## src/rtl/tf_ram_inferred.sv

```systemverilog
`default_nettype none
// ============================================================================
//  Module   : tf_ram_inferred
//  Purpose  : Storage array for the UART transmit FIFO. Simple dual-port RAM
//             with one write port (address top) and one read port (address
//             bottom). The FIFO controller owns the pointers, the count and
//             the overrun logic; this block only stores and returns words.
//  Ports    : clk        - single clock, all state updates on posedge
//             fifo_reset - synchronous, active-high; clears every word
//             we         - write enable (already gated against full)
//             top        - write address
//             bottom     - read address
//             data_in    - write data
//             data_out   - read data, word at bottom
//  Options  : TF_RAM_OUTREG_EN - when defined, data_out is registered
//             (1-cycle read latency, read-before-write, cleared by reset).
//             When undefined, data_out is a zero-latency combinational read.
//  Revision : 1.0 - initial release
// ============================================================================
module tf_ram_inferred #(
  parameter int FIFO_WIDTH     = 8,
  parameter int FIFO_DEPTH     = 16,
  parameter int FIFO_POINTER_W = 4
) (
  input  logic                      clk,
  input  logic                      fifo_reset,
  input  logic                      we,
  input  logic [FIFO_POINTER_W-1:0] top,
  input  logic [FIFO_POINTER_W-1:0] bottom,
  input  logic [FIFO_WIDTH-1:0]     data_in,
  output logic [FIFO_WIDTH-1:0]     data_out
);

  localparam logic [FIFO_WIDTH-1:0] c_ZERO_WORD = '0;

  logic [FIFO_WIDTH-1:0] mem_q [FIFO_DEPTH];
  logic [FIFO_WIDTH-1:0] mem_d [FIFO_DEPTH];

  // Pointers are exactly FIFO_POINTER_W bits and FIFO_DEPTH == 2**width,
  // so every address is in range and wrap-around needs no handling.
  always_comb begin
    mem_d = mem_q;
    if (we) begin
      mem_d[top] = data_in;
    end
  end

  // Reset takes priority over a write issued in the same cycle.
  always_ff @(posedge clk) begin
    if (fifo_reset) begin
      for (int i = 0; i < FIFO_DEPTH; i++) begin
        mem_q[i] <= c_ZERO_WORD;
      end
    end else begin
      mem_q <= mem_d;
    end
  end

`ifdef TF_RAM_OUTREG_EN
  logic [FIFO_WIDTH-1:0] data_out_q;
  logic [FIFO_WIDTH-1:0] data_out_d;

  // Samples the pre-edge contents, so a same-edge write to mem[bottom]
  // only shows up one edge later.
  always_comb begin
    data_out_d = mem_q[bottom];
  end

  always_ff @(posedge clk) begin
    if (fifo_reset) begin
      data_out_q <= c_ZERO_WORD;
    end else begin
      data_out_q <= data_out_d;
    end
  end

  assign data_out = data_out_q;
`else
  // No write-through bypass: a write to mem[bottom] appears after the edge.
  assign data_out = mem_q[bottom];
`endif

endmodule
`default_nettype wire

```

## config.mk

```make
export PLATFORM = sky130hd
export DESIGN_NAME = tf_ram_inferred
export DESIGN_NICKNAME = d
export VERILOG_FILES = /design/src/rtl/tf_ram_inferred.sv
export SDC_FILE = /design/constraint.sdc
export NUM_CORES = 1
export LEC_CHECK = 0
export CAP_MARGIN = 10
export CORE_ASPECT_RATIO = 0.6
export CORE_MARGIN = 4
export CORE_UTILIZATION = 50
export DETAILED_ROUTE_END_ITERATION = 10
export MAX_ROUTING_LAYER = met4
export PLACE_DENSITY = 0.68
export SYNTH_ARGS = -nofsm -noshare
export SYNTH_HDL_FRONTEND = slang
export SYNTH_SLANG_ARGS = --single-unit
```

## constraint.sdc

```tcl
create_clock -name clk -period 4.1 [get_ports clk]
set_input_delay 0.82 -clock clk [delete_from_list [all_inputs] [get_ports clk]]
set_output_delay 0.82 -clock clk [all_outputs]
set_load 0.1 [all_outputs]
```

==> results by group, run 1 <==
Run status
  • Outcome: finished clean

Timing
  • Actual slew at the worst max-slew pin: roughly 1.1 ns
  • PnR worst setup slack: 0.868 ns
  • Max Slew Vio Count: 0
  • Fin Setup TNS: 0 ns
  • Rel. slew slack: 0.254
  • Clock skew: 0 ns
  • Final setup violation count: 0
  • Crit path time final: 3.23 ns
  • RSZ-0062 raised after global routing: false
  • Tcrit/Tclk final: 0.788
  • FMAX: 309 MHz
  • Final Hold Vio Count: 0

Logic synthesis
  • Ys async rst share: 0
  • Post-Synthesis Cells: 690
  • Yosys cell types: 26
  • Synth top area share: 0.422
  • Post-synth EDFFs: 0
  • Top cells by area, synth: dfxtp_1 (42%), nand3_1 (11%), a21oi_1 (11%)
  • Synthesized area: 6070 µm²
  • Synth top cells by count: nand3_1 (130), a21oi_1 (128), dfxtp_1 (128)
  • YS warnings: 0
  • Mapped Nets: 709
  • Synth area leader: dfxtp_1
  • Most common cell in the netlist: nand3_1
  • Main synth FF type: dfxtp_1
  • Post-synthesis sequential area ratio: 0.422
  • Seq cells post-synth: 128
  • Mean Syn Cell Area: 8.79 µm²

GRT
  • Largest net degree at the start of global routing: 93
  • GRT Residual Overflow: 0
  • Total track usage: 0.298
  • First-pass GRT wire length: 30800 µm
  • Initial antenna violation count: 0
  • Vias in the first global route: 5534

Power and ir drop
  • Static leakage: 2.24 nW
  • Pwr Total: 3.18 mW
  • Maximum VDD drop: slightly below 0.3 mV
  • Pwr/cell area: 461 nW/µm²

Layout
  • Fin util: 0.598
  • Nets@finish: 675
  • N_diodes: 0
  • Largest registers: mem_q (128)
  • Fill count: 996
  • Multi-input logic area: around 3000 µm²
  • Largest Register: mem_q
  • Reg area: 2560 µm²
  • Layout cells sized above 1: 0.136
  • Synthesis-to-layout area growth: 13.9%
  • Largest register FFs: 128

Route
  • Iteration-0 DRC count of the detailed router: just over 800
  • Vias/cell: 6.88
  • WL/cell: 23.6 µm
  • Drt total wl: 19600 µm
  • DRC viols: 0
  • Via Count: 5706
  • Routed Antenna Nets: 0
  • 1st-pass router iterations: 6

Die
  • Die Ht: 93.3 µm
  • Die Area: 14000 µm²
  • Core ar.: 11600 µm²
  • Initial core utilization: 0.525
  • IO Count: 27
  • Chip width: ~150 µm
  • Rows: 30

CTS
  • CTS tree: done
  • Post-CTS Hold Buffers: 0
  • Setup repair bufs after CTS: 0
  • Root Buffer: clkbuf_16
  • Max clock buf depth: 2
  • TritonCTS buffer count: 17
  • Clock Pin Slew Worst Setup and Hold Paths: about 0.06 ns
  • Resize count post-CTS: 0
  • # H-tree levels: 4
  • Clock Latency Late Sink: 0.42 ns
  • Clock sink count: 128

Worst setup path
  • Worst-path maximum fanout: 8
  • Critical path class: in -> out
  • CP Launch Type: input pin
  • Worst path slowest cell: and2_1
  • Critical Path End Type: primary output
  • Critical path, cell by cell: clkdlybuf4s50_1 > and2_1 > a22oi_1 > nand2_1 > buf_12
  • Worst stage delay on the critical path: 0.54 ns
  • Worst Path Required: 3.28 ns
  • Crit path DAT: 2.41 ns

Placed design
  • Hpwl dp: 10800 µm
  • Post-Place Setup Slack: about 0.91 ns
  • Placer congestion estimate: 0.826
  • Port buffer count: 26

Job
  • Max Cap Violations: 0

Worst hold path
  • Hold Path Class: reg -> reg
## critical path, delay by kind of cell
family | cells | cell delay (ns)
buf+inv | 2 | 0.71
compound gates | 1 | 0.17
simple gates | 2 | 0.71
## cells in the final DEF, fill, tap and decap left out, types with 5 or more instances in the layout
| cell | instances |
|---|---|
| mux4_1 | 7 |
| a21oi_1 | 128 |
| dfxtp_1 | 128 |
| buf_12 | 10 |
| o21ai_0 | 106 |
| a22oi_1 | 16 |
| inv_6 | 5 |
| clkbuf_16 | 17 |
| buf_4 | 14 |
| clkdlybuf4s50_1 | 15 |
| nand2_1 | 9 |
| mux4_2 | 25 |
| nand3_1 | 130 |
| o21ai_1 | 22 |
## logic make-up (layout without fill, tap and decap cells)
logic type / after synthesis / in the layout / share of synthesized area
AOI/OAI and AO/OA: 272 / 272 / 0.231
and+or+nand+nor: 164 / 164 / 0.146
DFF: 128 / 128 / 0.422
buffers and inverters: 94 / 73 / 0.0773
muxes: 32 / 32 / 0.123
## per-layer routing
metal  global-route usage  vias up  wire, µm
li1                     -     2470         -
met1                0.396     2732      7870
met2                0.438      426      8640
met3               0.0755       78      2420
met4                0.118        0       640
met5                    -        -         0
## area by class of cell
cell class,instances,area share
multi-input cells,468,0.440
flip-flops and latches,128,0.371
repair buffers,41,0.0674
clock buffers,18,0.0636
clock inverters,14,0.0292
well taps,160,0.0290
## path summary, 6_finish.rpt
path / start / end / cells after the start / slack [ns]
max: bottom[2] / data_out[7] / 5 / 0.87
min reg2reg: mem_q[72] / mem_q[72] / 2 / 0.47
min: mem_q[72] / mem_q[72] / 2 / 0.47
max reg2reg: mem_q[7] / mem_q[7] / 2 / 3.38
## where the power goes
part           switching (mW)  internal (mW)
registers             0.00792           1.26
logic                   0.194         0.0721
clock network           0.605           1.04
## stage by stage
| step | cells | cell area [µm²] | hold WS, ns |
|---|---|---|---|
| 3_3_place_gp | 797 | 6270 | 0.458 |
| 2_1_floorplan | 690 | 6070 | 0.449 |
| 6_report | 829 | 6910 | 0.471 |
| 3_5_place_dp | 797 | 6270 | 0.464 |
| 5_1_grt | 829 | 6910 | 0.488 |
| 4_1_cts | 829 | 6910 | 0.473 |
Note: power is estimated with default switching activity, not from simulation.
==> run 2: changes to the inputs <==
clock period = 3.3 ns   (was 4.1 ns; I/O delays follow)
==> run 2 against run 1 <==
Effect of this change: global-route usage up 0.76 points; cell count rose by 2.2%; clock skew unchanged; sequential share of layout area down 0.61 points; worst setup slack worse by 0.67 ns; largest power group unchanged; clock-buffer cell count stayed put; die area stayed put; sequential power grew 24%; register-to-register slack got worse by 0.78 ns; highest routed layer unchanged; core utilization grew 1.0 points.
==> results by group, run 2 (same netlist as run 1, synthesis figures left out) <==
Route
  • Top layer in use: met4
  • Metal2 WL: 8770 µm (+1.5%)
  • Drt total wl: 20100 µm (+2.8%)
  • Vias/cell: 6.74 (-2.0%)
  • WL/cell: 23.8 µm (+0.62%)
  • DRC viols: 0 (unchanged)
  • Iteration-0 DRC count of the detailed router: 702 (-15%)
  • Met1 Routed Length: 8140 µm (+3.3%)
  • Via Count: 5711 (+0.088%)
  • Routed Antenna Nets: 0 (unchanged)
  • DR WL met3: 2810 µm (+16%)
  • 1st-pass router iterations: 5 (-1)

Worst setup path
  • Critical Path End Type: primary output
  • Critical path class: in -> out
  • WP buf/inv: 2 (unchanged)
  • Worst path slowest cell: nor2_1
  • Worst stage delay on the critical path: 0.75 ns (+0.21 ns)
  • R2R Path Start: mem_q[32]
  • Worst-path maximum fanout: 8 (unchanged)
  • Crit path DAT: 2.44 ns (+0.03 ns)
  • Worst setup endpoint: data_out[0]
  • Worst Path Required: 2.64 ns (-0.64 ns)
  • Crit-path leading delay family: simple AND/OR/NAND/NOR gates
  • CP Launch Type: input pin
  • R2R Path End: mem_q[32]
  • R2R depth: 2 (unchanged)
  • CP startpoint: bottom[2]
  • CP Depth: 5 (unchanged)
  • Reg2Reg Setup Slack: 2.60 ns (-0.78 ns)
  • Critical path, cell by cell: clkdlybuf4s50_1 > nor2_1 > a22oi_1 > nand2_1 > buf_12

Layout
  • Fin util: 0.608 (+0.00996)
  • Synthesis-to-layout area growth: 15.8%
  • Final instance area: 7030 µm² (+1.7%)
  • Largest Register: mem_q
  • Nets@finish: 693 (+2.7%)
  • Largest registers: mem_q (128)
  • Most common cell after layout, fill and taps aside: nand3_1
  • N_diodes: 0 (unchanged)
  • Largest register FFs: 128 (unchanged)
  • Non-Filler Instances: 847 (+2.2%)
  • Commonest non-fill, non-tap cells in the layout: nand3_1 (130), a21oi_1 (128), dfxtp_1 (128)
  • Layout cells sized above 1: 0.157 (+0.0212)

GRT
  • Total track usage: 0.306 (+0.00762)
  • Initial antenna violation count: 0 (unchanged)
  • First-pass GRT wire length: 31500 µm (+2.6%)
  • Largest net degree at the start of global routing: 72 (-23%)
  • GRT Residual Overflow: 0 (unchanged)
  • Vias in the first global route: 5535 (+0.018%)

Power and ir drop
  • Pwr/cell area: 556 nW/µm² (+21%)
  • Static leakage: 2.31 nW (+3.1%)
  • Pwr Total: 3.91 mW (+23%)
  • Maximum VDD drop: 0.367 mV (+24%)

Placed design
  • Port buffer count: 26 (unchanged)
  • Placer congestion estimate: 0.821 (-0.64%)
  • Hpwl dp: 11600 µm (+7.9%)
  • Cell count after placement: 815 (+2.3%)
  • Area after DPL: 6400 µm² (+2.2%)
  • Post-Place Setup Slack: 0.208 ns (-0.701 ns)

Timing
  • Rel. slew slack: 0.365 (+0.110)
  • Final Hold Vio Count: 0 (unchanged)
  • PnR worst setup slack: 0.198 ns (-0.670 ns)
  • FMAX: 322 MHz
  • Min Hold Slack: 0.472 ns (+0.00100 ns)
  • Actual slew at the worst max-slew pin: 0.949 ns (-0.166 ns)
  • Clock skew: 0 ns (unchanged)
  • RSZ-0062 raised after global routing: false
  • Crit path time final: ~3.1 ns
  • Fin Setup TNS: 0 ns (unchanged)
  • Tcrit/Tclk final: 0.940
  • Max Slew Vio Count: 0 (unchanged)
  • Final setup violation count: 0 (unchanged)

Die
  • Die Area: 14000 µm² (unchanged)
  • IO Count: 27 (unchanged)
  • Rows: 30 (unchanged)
  • Chip width: 150 µm (unchanged)
  • Initial core utilization: 0.525 (unchanged)
  • Die Ht: 93.3 µm (unchanged)
  • Core ar.: 11600 µm² (unchanged)

CTS
  • # H-tree levels: 4 (unchanged)
  • Max clock buf depth: 2 (unchanged)
  • CTS tree: done
  • Clock Pin Slew Worst Setup and Hold Paths: 0.06 ns (about the same)
  • Clock Latency Late Sink: 0.42 ns (about the same)
  • Root Buffer: clkbuf_16
  • Resize count post-CTS: 0 (unchanged)
  • TritonCTS buffer count: 17 (unchanged)
  • Post-CTS Hold Buffers: 0 (unchanged)
  • Setup repair bufs after CTS: 0 (unchanged)
  • Clock sink count: 128 (unchanged)

Job
  • Max Cap Violations: 0 (unchanged)

Worst hold path
  • Hold Path Class: reg -> reg

Run status
  • Outcome: finished clean
[run 2: cell types whose count changed in the layout (fill, tap and decap cells not counted)]
| cell | before | now |
|---|---|---|
| buf_4 | 14 | 32 |
| clkbuf_1 | 0 | 1 |
| clkbuf_8 | 1 | 0 |
| clkinv_2 | 1 | 3 |
| clkinv_4 | 2 | 3 |
| clkinvlp_4 | 2 | 4 |
| inv_6 | 5 | 0 |
[run 2: metal layers]
| layer | global-route usage | vias to the layer above |
|---|---|---|
| li1 | - | 2509 |
| met3 | 0.103 | 47 |
| met4 | 0.0974 | 0 |
| met2 | 0.435 | 397 |
| met1 | 0.412 | 2758 |
| met5 | - | - |
[run 2: layout make-up]
class	instances	area, µm²
Multi-Input combinational cell	468	3040
Timing Repair Buffer	59	601
Fill cell	986	4540
Sequential cell	128	2560
Clock buffer	18	429
Clock inverter	14	191
Tap cell	160	200
[run 2: worst min path at each step]
stage | start | cells after the start | end
floorplan | mem_q[16] | 2 | mem_q[16]
global placement | mem_q[63] | 2 | mem_q[63]
detailed placement | mem_q[78] | 2 | mem_q[78]
CTS | mem_q[99] | 2 | mem_q[99]
global route | mem_q[103] | 2 | mem_q[103]
finish | mem_q[87] | 2 | mem_q[87]
[run 2: worst register-to-register path: stages (launching register included)]
cell and delay, ns:
dfxtp_1 0.33, o21ai_0 0.12, a21oi_1 0.17
[run 2: where the power goes]
part	total (mW)	internal (mW)	switching, mW
Sequential	1.57	1.57	0.00913
Clock	1.98	1.26	0.723
Combinational	0.351	0.101	0.250
Total	3.91	2.93	0.982
